File: src/rtl/layer_scheduler.sv
// layer_scheduler
// Runs one fully-connected layer on a single time-shared MAC. For each neuron n
// it fetches N_IN input/weight pairs, accumulates the fixed-point products,
// adds the bias, and passes the sum through an external combinational
// activation unit. The result is then offered on a valid/ready output port.
// Input, weight and bias memories sit outside this block and have a
// one-cycle read latency.
//
// Ports
//   clk, rst          clock; asynchronous active-low reset
//   start, abort      begin a layer pass / cancel the pass in progress
//   x_sel / x_data    input-vector read address and returned element
//   w_addr / w_data   weight read address (n*N_IN+i) and returned weight
//   b_addr / b_data   bias read address (n) and returned bias
//   act_z / act_a     pre-activation sum out, activation result in (same cycle)
//   y_valid/y_ready   output handshake; y_idx = neuron, y_data = result
//   busy              high whenever not IDLE
//   done              one-cycle pulse after the last neuron is accepted
module layer_scheduler #(
  parameter int N_IN  = 2,
  parameter int N_OUT = 2,
  parameter int W     = 8,
  parameter int FRAC  = 4,
  localparam int XW   = (N_IN > 1) ? $clog2(N_IN) : 1,
  localparam int AW   = (N_IN * N_OUT > 1) ? $clog2(N_IN * N_OUT) : 1,
  localparam int NW   = (N_OUT > 1) ? $clog2(N_OUT) : 1
) (
  input  logic                clk,
  input  logic                rst,
  input  logic                start,
  input  logic                abort,
  output logic [XW-1:0]       x_sel,
  input  logic signed [W-1:0] x_data,
  output logic [AW-1:0]       w_addr,
  input  logic signed [W-1:0] w_data,
  output logic [NW-1:0]       b_addr,
  input  logic signed [W-1:0] b_data,
  output logic signed [W-1:0] act_z,
  input  logic signed [W-1:0] act_a,
  output logic                y_valid,
  input  logic                y_ready,
  output logic [NW-1:0]       y_idx,
  output logic signed [W-1:0] y_data,
  output logic                busy,
  output logic                done
);

  // j runs 0..N_IN inclusive, so it needs room for N_IN itself.
  localparam int JW = $clog2(N_IN + 1);

  typedef enum logic [2:0] {IDLE, MAC, BIAS, ACT, OUT} state_t;

  state_t                state;
  state_t                state_next;
  logic [NW-1:0]         n;
  logic [JW-1:0]         j;
  logic signed [W-1:0]   acc;
  logic signed [2*W-1:0] prod_full;
  logic signed [W-1:0]   prod_w;
  logic                  j_last;
  logic                  n_last;
  logic                  hs;

  // Full-width signed product, floor-shifted, then truncated to W bits.
  assign prod_full = w_data * x_data;
  assign prod_w    = W'(prod_full >>> FRAC);

  assign j_last = (j == JW'(N_IN));
  assign n_last = (n == NW'(N_OUT - 1));
  assign hs     = y_valid & y_ready;

  // State register
  always_ff @(posedge clk or negedge rst) begin
    if (!rst) begin
      state <= IDLE;
    end else begin
      state <= state_next;
    end
  end

  // Next-state logic; abort overrides every transition, including start in IDLE.
  always_comb begin
    state_next = state;
    unique case (state)
      IDLE: if (start) state_next = MAC;
      MAC:  if (j_last) state_next = BIAS;
      BIAS: state_next = ACT;
      ACT:  state_next = OUT;
      OUT:  if (hs) state_next = n_last ? IDLE : MAC;
      default: state_next = IDLE;
    endcase
    if (abort) state_next = IDLE;
  end

  // Datapath and registered outputs
  always_ff @(posedge clk or negedge rst) begin
    if (!rst) begin
      n       <= '0;
      j       <= '0;
      acc     <= '0;
      y_valid <= 1'b0;
      y_idx   <= '0;
      y_data  <= '0;
      done    <= 1'b0;
    end else begin
      done <= 1'b0;
      if (abort) begin
        // Abort beats a same-cycle handshake: the element is not consumed.
        y_valid <= 1'b0;
      end else begin
        unique case (state)
          IDLE: begin
            if (start) begin
              n   <= '0;
              j   <= '0;
              acc <= '0;
            end
          end
          MAC: begin
            // Data requested at j-1 arrives at j, so accumulation lags by one.
            if (j != '0) acc <= acc + prod_w;
            if (!j_last) j <= j + JW'(1);
          end
          BIAS: acc <= acc + b_data;
          ACT: begin
            y_data  <= act_a;
            y_idx   <= n;
            y_valid <= 1'b1;
          end
          OUT: begin
            if (hs) begin
              y_valid <= 1'b0;
              if (n_last) begin
                done <= 1'b1;
              end else begin
                n   <= n + NW'(1);
                acc <= '0;
                j   <= '0;
              end
            end
          end
          default: ;
        endcase
      end
    end
  end

  // Memory addresses and activation operand are only driven in their own
  // cycles and are zero otherwise.
  always_comb begin
    x_sel  = '0;
    w_addr = '0;
    b_addr = '0;
    act_z  = '0;
    busy   = (state != IDLE);
    if (state == MAC) begin
      if (!j_last) begin
        x_sel  = XW'(j);
        w_addr = AW'(n) * AW'(N_IN) + AW'(j);
      end else begin
        b_addr = n;
      end
    end
    if (state == ACT) act_z = acc;
  end

endmodule

File: config.mk
export PLATFORM = sky130hd
export DESIGN_NAME = layer_scheduler
export DESIGN_NICKNAME = d
export VERILOG_FILES = /design/src/rtl/layer_scheduler.sv
export SDC_FILE = /design/constraint.sdc
export NUM_CORES = 1
export LEC_CHECK = 0
export CAP_MARGIN = 20
export CORE_MARGIN = 4
export CORE_UTILIZATION = 30
export DETAILED_ROUTE_END_ITERATION = 10
export PLACE_DENSITY_LB_ADDON = 0.05
export SKIP_LAST_GASP = 1
export SYNTH_ARGS = -nofsm -noshare
export SYNTH_HDL_FRONTEND = slang
export SYNTH_SLANG_ARGS = --single-unit
File: constraint.sdc
create_clock -name clk -period 3.7 [get_ports clk]
set_input_delay 0.37 -clock clk [delete_from_list [all_inputs] [get_ports clk]]
set_output_delay 0.37 -clock clk [all_outputs]
set_load 0.01 [all_outputs]
==> impl_metrics.yaml <==
clocking:
  root_buffer: "clkbuf_16"
  numClockSinks: 25
  cts_tree: "done"
  numCtsBuffers: 3
  cts_hold_buf: 0
  cts_buffer_depth: 2
  htree_num_levels: 1
  cts.clk_slew.worst_paths_ns: 0.07
  clk_latency_ns: 0.26
sta:
  setup_violations: 7
  fin_tns_setup_ns: -4.63
  clock_skew_ns: 0.00378
  fin_crit_sh_pct: 129
  timing.fmax_ghz: 0.210
  worst_slack_ns: -1.07
  slew_viol_final: 0
  worst_pin_slew_ns: 0.772
  hold_violations: 0
  period_minus_slack_ns: 4.77
  grt_setup_unrepaired: "yes"
  slew_headroom_pct: 48.4
synthesis:
  ys_top_cells_by_count: "inv_1, fa_1, ha_1"
  ys_async_sr_fraction_pct: 100
  synth-seq-cells: 25
  synthCells: 387
  yosys_warnings: 0
  synth-edff-count: 0
  yosysUniqueCellTypes: 42
  seq_area_frac_synth_pct: 18.0
  yosysTopAreaCell: "fa_1"
  post-synth-top-count-cell: "inv_1"
  syn_avg_cell_area_um2: 8.97
  synth.top_cell.area_share_pct: 21.3
  synthesis.area_um2: 3470
  ys.flop_type: "dfrtp_1"
  synth_nets: 493
  synth_area_leaders: "fa_1, dfrtp_1, ha_1, inv_1, and2_1"
routing:
  dr.pass1.iters: 4
  drc: 0
  drt-vias-per-instance: 4.62
  avgRoutedWirePerCell_um: 13.9
  drtAntennaViolNets: 0
  wl_mm: 8.81
  dr_total_vias: 2940
  dr.first_iter.drc_count: 91
final_layout:
  fin_nets: 600
  fin_area_um2: 5050
  drive_gt1_share_pct: 34.3
  utilization_pct: 44.4
  area_delta_synth_final_pct: 45.4
  n_antenna_cell: 0
critical_path:
  end_kind: "flop"
  startpoint_type: "input pin"
  r2r_start: "state[0]"
  critical_path_required_ns: 3.85
  cp_max_fo: 8
  r2r_end: "acc[6]"
  path_class: "in2reg"
  r2r_slack_ns: 0.56
  r2r.worst_path.cells: 13
  cp.arrival_ns: 4.92
global_routing:
  grt_pass1_wl_mm: 14.9
  grt_max_degree: 26
  grt_overflow: 0
  grt_pass1_vias: 3045
  antenna_found_initial: 0
  grt_usage_pct: 13.8
run:
  cap_violations: 0
power_and_ir_drop:
  fin_total_pwr_w: 0.00342
  power_density_nw_per_um2: 678
  vdd.ir_drop.worst_v: 0.000762
  leakagePower_nw: 2.36
worst_hold_path:
  hold_path_class: "in2async"
die:
  row_count: 39
  core_um2: 11400
  die_area_um2: 13300
  die_height_um: 116
  start_util_pct: 30.5
  io_pins: 61
  die_w_um: 116
run_status:
  violations: "setup timing"
  status: "finished, violations left"
placement:
  portBuffers: 60
  hpwl_mm: 7.26
  gp_routability_congestion: 0.745
  placed_area_um2: 4620
  place_worst_setup_slack_ns: -1.97
## report_power, final
part | total (W) | leakage [nW] | switching, W | internal (W)
combinational | 0.00276 | 1.99 | 0.00124 | 0.00152
clock | 0.000254 | 0.0371 | 0.000107 | 0.000147
sequential | 0.000409 | 0.338 | 0.0000660 | 0.000343
total | 0.00342 | 2.36 | 0.00142 | 0.00201
## critical path, stage by stage
cell,delay (ns)
buf_4,0.15
and2_4,0.16
fa_1,0.54
inv_2,0.04
fa_1,0.49
inv_2,0.04
fa_1,0.47
inv_1,0.04
fa_1,0.49
inv_2,0.05
ha_4,0.28
o21ai_4,0.06
a21oi_2,0.14
o21a_1,0.15
nor2_2,0.04
xnor2_1,0.11
mux2_4,0.27
ha_4,0.26
o21a_1,0.12
o2bb2ai_2,0.06
a21oi_2,0.15
xnor2_2,0.15
nand3_2,0.11
a21oi_2,0.11
o2bb2ai_1,0.06
## through the flow
stage               instances  hold slack (ns)
floorplan                 387           0.0744
global placement          620            0.488
detailed placement        620            0.495
CTS                       634            0.486
global route              636            0.504
finish                    636            0.476
## cell usage in the layout, fill, tap and decap left out, drive strengths merged, types with 3 or more instances in the layout
cell	netlist	layout
mux2	13	13
nand2	27	27
and3	12	12
dfrtp	25	25
o21a	6	6
ha	32	32
nor3	4	4
a211oi	3	3
nor2	22	22
o31ai	5	5
a21o	5	5
a22o	4	4
fa	37	37
and2	33	33
a21oi	12	12
nand2b	6	6
o21ai	9	9
nor4	4	4
clkdlybuf4s50	0	44
inv	71	71
buf	5	68
xor2	5	5
nor2b	6	6
xnor2	14	14
clkbuf	8	4
## worst max-delay path by stage
stage / startpoint / end / slack, ns
6_report: x_data[3] / acc[7] / -1.07
5_1_grt: x_data[2] / acc[7] / -1.31
4_1_cts: x_data[2] / acc[7] / -1.20
3_5_place_dp: x_data[3] / acc[7] / -1.97
3_3_place_gp: x_data[3] / acc[7] / -1.87
2_1_floorplan: x_data[4] / acc[7] / -1.08
## flip-flops by register name, summed over array words and instances, names as in the netlist
register  count
acc           8
done          1
j             2
n             1
state         3
y_data        8
y_idx         1
y_valid       1
## routing by layer
layer	share of wire (%)	GRT usage, %
met2	48	23.0
met3	2.3	1.62
met4	0.30	1.41
met5	0	0
met1	49	20.1
## repair_timing
item / in CTS / in global routing
pin swaps: 45 / 39
resized for setup: 111 / 34
setup buffers: 11 / 2
setup endpoints to repair: 8 / 7
## cell type report
type	count	area, um2
Fill cell	1148	6320
Multi-Input combinational cell	278	2890
Timing Repair Buffer	115	1010
Sequential cell	25	626
Inverter	71	267
Tap cell	143	179
Clock buffer	3	75.1
Clock inverter	1	7.51
## logic make-up (layout without fill, tap and decap cells)
| kind of cell | count (synthesis) | after routing | share of synthesized area (%) |
|---|---|---|---|
| DFF | 25 | 25 | 18.0 |
| muxes | 13 | 13 | 4.22 |
| AOI/OAI and AO/OA | 49 | 49 | 9.41 |
| and+or+nand+nor | 126 | 126 | 19.5 |
| adders and majority gates | 69 | 69 | 32.9 |
| xor gates and xnor gates | 21 | 21 | 6.17 |
| buffers and inverters | 84 | 190 | 9.74 |
(Power assumes the default switching activity.)
